$ cat src/rtl/uncache_ctrl_pkg.sv
// Shared CPU defines for the uncached access controller:
// FSM state encoding and fixed AXI encodings.
package uncache_ctrl_pkg;

    typedef enum logic [2:0] {
        UNC_IDLE,
        UNC_RD_AR,
        UNC_RD_R,
        UNC_WR_AW_W,
        UNC_WR_B,
        UNC_DONE
    } unc_state_t;

    localparam logic [1:0] AXI_BURST_INCR = 2'b01;
    localparam logic [7:0] AXI_LEN_SINGLE = 8'd0;

    // Access size 0/1/2 maps directly onto AXI 1/2/4-byte size codes.
    function automatic logic [2:0] axi_size(input logic [1:0] s);
        return {1'b0, s};
    endfunction

endpackage

$ cat src/rtl/uncache_ctrl.sv
// Uncached load/store controller: turns one MEM-stage access
// into a single-beat AXI read or write and stalls until done.
module uncache_ctrl
    import uncache_ctrl_pkg::*;
#(
    parameter int AXI_ID_W = 4,
    parameter int UNC_ID   = 1
) (
    input  logic                clk,
    input  logic                rst,
    input  logic                req_valid,
    input  logic                req_op,
    input  logic [31:0]         req_paddr,
    input  logic [1:0]          req_size,
    input  logic [3:0]          req_wstrb,
    input  logic [31:0]         req_wdata,
    input  logic                req_flush,
    input  logic                pipe_adv,
    output logic                busy,
    output logic                rdata_valid,
    output logic [31:0]         rdata,
    output logic [AXI_ID_W-1:0] arid,
    output logic [31:0]         araddr,
    output logic [7:0]          arlen,
    output logic [2:0]          arsize,
    output logic [1:0]          arburst,
    output logic                arvalid,
    input  logic                arready,
    input  logic [31:0]         rdata_axi,
    input  logic                rlast,
    input  logic                rvalid,
    output logic                rready,
    output logic [AXI_ID_W-1:0] awid,
    output logic [31:0]         awaddr,
    output logic [7:0]          awlen,
    output logic [2:0]          awsize,
    output logic [1:0]          awburst,
    output logic                awvalid,
    input  logic                awready,
    output logic [31:0]         wdata,
    output logic [3:0]          wstrb,
    output logic                wlast,
    output logic                wvalid,
    input  logic                wready,
    input  logic                bvalid,
    output logic                bready
);

    unc_state_t  r_state;
    unc_state_t  w_next;
    logic        r_kill;
    logic        r_op;
    logic        r_aw_done;
    logic        r_w_done;
    logic [31:0] r_addr;
    logic [1:0]  r_size;
    logic [3:0]  r_strb;
    logic [31:0] r_wdata;
    logic [31:0] r_rdata;

    logic        w_accept;
    logic        w_kill;
    logic        w_outst;
    logic        w_aw_hs;
    logic        w_w_hs;
    logic        w_unused;

    // Single-beat reads always end on the first beat.
    assign w_unused = rlast;

    assign w_accept = req_valid & ~req_flush;
    assign w_kill   = r_kill | req_flush;
    assign w_outst  = (r_state == UNC_RD_AR) | (r_state == UNC_RD_R)
                    | (r_state == UNC_WR_AW_W) | (r_state == UNC_WR_B);
    assign w_aw_hs  = awvalid & awready;
    assign w_w_hs   = wvalid & wready;

    assign arid    = AXI_ID_W'(UNC_ID);
    assign araddr  = r_addr;
    assign arlen   = AXI_LEN_SINGLE;
    assign arsize  = axi_size(r_size);
    assign arburst = AXI_BURST_INCR;
    assign awid    = AXI_ID_W'(UNC_ID);
    assign awaddr  = r_addr;
    assign awlen   = AXI_LEN_SINGLE;
    assign awsize  = axi_size(r_size);
    assign awburst = AXI_BURST_INCR;
    assign wdata   = r_wdata;
    assign wstrb   = r_strb;
    assign wlast   = 1'b1;
    assign rdata   = r_rdata;

    // Next-state, channel valids/readies and stall request.
    always_comb begin
        w_next      = r_state;
        arvalid     = 1'b0;
        rready      = 1'b0;
        awvalid     = 1'b0;
        wvalid      = 1'b0;
        bready      = 1'b0;
        rdata_valid = 1'b0;
        busy        = w_kill ? req_valid : 1'b1;
        unique case (r_state)
            UNC_IDLE: begin
                busy = w_accept;
                if (w_accept) begin
                    w_next = req_op ? UNC_WR_AW_W : UNC_RD_AR;
                end
            end
            UNC_RD_AR: begin
                arvalid = 1'b1;
                if (arready) begin
                    w_next = UNC_RD_R;
                end
            end
            UNC_RD_R: begin
                rready = 1'b1;
                if (rvalid) begin
                    w_next = w_kill ? UNC_IDLE : UNC_DONE;
                end
            end
            UNC_WR_AW_W: begin
                awvalid = ~r_aw_done;
                wvalid  = ~r_w_done;
                if ((r_aw_done | w_aw_hs) & (r_w_done | w_w_hs)) begin
                    w_next = UNC_WR_B;
                end
            end
            UNC_WR_B: begin
                bready = 1'b1;
                if (bvalid) begin
                    w_next = w_kill ? UNC_IDLE : UNC_DONE;
                end
            end
            UNC_DONE: begin
                busy        = 1'b0;
                rdata_valid = ~r_op;
                if (req_flush | pipe_adv) begin
                    w_next = UNC_IDLE;
                end
            end
            default: begin
                w_next = UNC_IDLE;
            end
        endcase
    end

    // State, kill flag, latched request and captured read word.
    always_ff @(posedge clk) begin
        if (rst) begin
            r_state   <= UNC_IDLE;
            r_kill    <= 1'b0;
            r_op      <= 1'b0;
            r_aw_done <= 1'b0;
            r_w_done  <= 1'b0;
            r_addr    <= '0;
            r_size    <= '0;
            r_strb    <= '0;
            r_wdata   <= '0;
            r_rdata   <= '0;
        end else begin
            r_state <= w_next;
            if ((r_state == UNC_IDLE) && w_accept) begin
                r_op      <= req_op;
                r_addr    <= req_paddr;
                r_size    <= req_size;
                r_strb    <= req_wstrb;
                r_wdata   <= req_wdata;
                r_kill    <= 1'b0;
                r_aw_done <= 1'b0;
                r_w_done  <= 1'b0;
            end
            if (w_outst && req_flush) begin
                r_kill <= 1'b1;
            end
            if (w_aw_hs) begin
                r_aw_done <= 1'b1;
            end
            if (w_w_hs) begin
                r_w_done <= 1'b1;
            end
            if (rready && rvalid) begin
                r_rdata <= rdata_axi;
            end
        end
    end

endmodule

$ cat config.mk
export PLATFORM = sky130hd
export DESIGN_NAME = uncache_ctrl
export DESIGN_NICKNAME = d
export VERILOG_FILES = /design/src/rtl/uncache_ctrl_pkg.sv /design/src/rtl/uncache_ctrl.sv
export SDC_FILE = /design/constraint.sdc
export NUM_CORES = 1
export LEC_CHECK = 0
export CORE_MARGIN = 1
export CORE_UTILIZATION = 35
export CTS_CLUSTER_SIZE = 25
export DETAILED_ROUTE_END_ITERATION = 10
export PLACE_DENSITY = 0.81
export SETUP_SLACK_MARGIN = 0.2
export SLEW_MARGIN = 5
export SYNTH_ARGS = -nofsm -noshare
export SYNTH_HDL_FRONTEND = slang
export SYNTH_SLANG_ARGS = --single-unit
export TNS_END_PERCENT = 50
$ cat constraint.sdc
create_clock -name clk -period 3.3 [get_ports clk]
set_input_delay 0.66 -clock clk [delete_from_list [all_inputs] [get_ports clk]]
set_output_delay 0.66 -clock clk [all_outputs]
set_load 0.01 [all_outputs]
==> out/metrics.cfg <==
[cts]
insertion_delay_ns = 0.35
clock-sinks = 109
cts_setup_buffers = 0
cts_tree = done
htree_num_levels = 3
cts_buffers = 9
path_clk_slew_ns = 0.07
clock-root-buffer = clkbuf_16
holdBufCountCts = 0
cts.path.max_buffers = 2

[place]
portBuffers = 255
dp_hpwl_mm = 9.72
pre_cts_ws_ns = 0.281
routabilityCongestion = 0.748
dp.cells = 944

[route]
ant_nets = 0
vias = 4765
viasPerCell = 4.96
drtPass1Iterations = 5
drt-initial-drc-count = 162
routed_wl_mm = 14.4
drc_errors = 0
wl_per_cell_um = 15.0

[synth]
synth-edff-count = 0
synth_area_leaders = dfxtp_1 (44%), a21oi_1 (11%), buf_4 (11%)
synthAdderAreaFrac = 0
synthFlopType = dfxtp_1
synth_cell_types = 36
syn_area_um2 = 4910
async_reset_ff_frac = 0
synthSimpleGateAreaFrac = 0.171
synth_top_cell_area_share = 0.444
post-synth-top-area-cell = dfxtp_1
synth_compound_area_frac = 0.204
yosysWarnings = 0
synth_seq_cells = 109
seq_area_frac_synth = 0.444
synth.avg_cell_area_um2 = 8.23
synthXorXnorAreaFrac = 0
muxShareOfSynthArea = 0
synth_cells = 597
synth_top_family_by_area = compound AO/OA/AOI/OAI gates

[floorplanning]
core_area_um2 = 13500
fp.dieW_um = 120
start_util = 0.365
ios = 288
die_h_um = 120
die_area_um2 = 14500
rows = 42

[critical_path]
startpoint = req_valid
crit_top_cell = clkdlybuf4s50_1
crit_buf_inv = 2
crit_family = buffers and inverters
worstPathMaxFanout = 5
cp.required_ns = 2.64
critPathArrivalTime_ns = 2.33
r2r_start = r_state[1]
cp_slowest_cell = clkdlybuf4s50_1
criticalPathCategory = primary input to output port
crit_path_max_incr_delay_ns = 0.60
cp_cell_sequence = clkdlybuf4s50_1 -> nor2b_4 -> o21ai_0 -> a21oi_1 -> clkdlybuf4s50_1
critPathLaunchType = primary input
crit_path_end_kind = output port

[sta]
finalClockSkew_ns = 0.00325
fmax_ghz = 0.335
worst-slew-pin-transition_ns = 0.790
fin_tns_setup_ns = 0
slew_headroom = 0.473
setup_viol = 0
post-route-period-util = 0.905
post-route-min-period_ns = 2.99
finalHoldViolCount = 0
fin_ws_ns = 0.313
rsz0062_at_grt = true
drv_slew = 0

[outcome]
status = finished, final reports clean

[global_route]
grt_pass1_vias = 4477
grt_max_degree = 75
antenna_found_initial = 0
grt_overflow = 0
grt_first_pass_wirelength_mm = 22.4
grt_use_total = 0.196

[final_layout]
layoutNonFillerInstCount = 960
final_cell_mix = clkdlybuf4s50_1 (254), a21oi_1 (109), dfxtp_1 (108), nand3_1 (73), nand2_1 (68)
final_common_cell = clkdlybuf4s50_1
fin_nets = 893
drive_gt1_frac = 0.0459
area_delta_synth_final_pct = 48.7
antenna_cells = 0

[min_path]
hold_class = flop to flop
hold_path.startpoint = rdata[30]

[power_and_ir_drop]
powerDensity_nw_per_um2 = 431
cellLeakagePower_nw = 2.49
vdd_drop_max_uv = 238

[run]
maxCapViolCount = 0

final cells by class:
class | instances | area (um2)
clock buffers | 14 | 284
well taps | 176 | 220
flip-flops and latches | 109 | 2180
clock inverters | 2 | 15.0
fillers | 1259 | 6150
inverters | 2 | 7.51
multi-input cells | 392 | 1970
repair buffers | 265 | 2630
state kept, by name (all words and copies together) (netlist names):
signal     cells
wdata         32
r_kill         1
wstrb          4
r_size         2
araddr        32
rdata         32
r_op           1
r_w_done       1
r_aw_done      1
r_state        3
synthesized netlist by cell type, types with 3 or more instances:
library cell	instances
nor3b_1	4
a21oi_1	109
buf_4	69
buf_6	18
o21ai_0	55
clkbuf_2	4
o21ai_1	21
nand3_1	73
clkbuf_1	22
buf_2	8
nor3_1	4
nand2_1	68
dfxtp_1	109
nor4bb_1	3
worst min-delay path, cell delays in order (launching register included):
cell     delay (ns)
dfxtp_1        0.31
nand2_1        0.05
a21oi_1        0.05
logic make-up (layout without fill, tap and decap cells):
family,count (synthesis),in the layout
compound gates,193,193
buf+inv,125,283
flops,109,109
other cells,2,31
simple gates,168,168
worst paths after layout:
kind | to | slack [ns] | cells past startpoint
setup reg to reg | araddr[16] | 1.41 | 3
setup / recovery | busy | 0.31 | 5
hold reg to reg | rdata[30] | 0.45 | 2
hold / removal | rdata[30] | 0.45 | 2
through the flow:
stage               hold WS (ns)  power [mW]   util  instance area, um2
floorplan                  0.454        1.84      -                5020
global placement           0.440        2.10  0.521                7010
detailed placement         0.446        2.10  0.521                7010
CTS                        0.455        3.19  0.543                7310
global route               0.477        3.30  0.543                7310
finish                     0.452        3.15  0.543                7310
report_power, final:
part / leakage [nW] / switching (mW) / total [mW] / internal [mW]
sequential: 0.887 / 0.0452 / 1.42 / 1.38
clock: 0.141 / 0.484 / 1.08 / 0.596
combinational: 1.46 / 0.314 / 0.645 / 0.331
total: 2.49 / 0.843 / 3.15 / 2.31
layer usage:
| metal | track usage | vias up | share of wire |
|---|---|---|---|
| met3 | 0.0613 | 17 | 0.089 |
| met1 | 0.225 | 2211 | 0.41 |
| met5 | 0 | - | 0 |
| li1 | - | 2316 | - |
| met2 | 0.341 | 221 | 0.48 |
| met4 | 0.0671 | 0 | 0.017 |
repair_timing:
item                                    in CTS  in global routing
resized for setup                            0                  1
endpoints found under the setup margin       0                  2
endpoints found under the hold margin        0                  0
(Power assumes the default switching activity.)
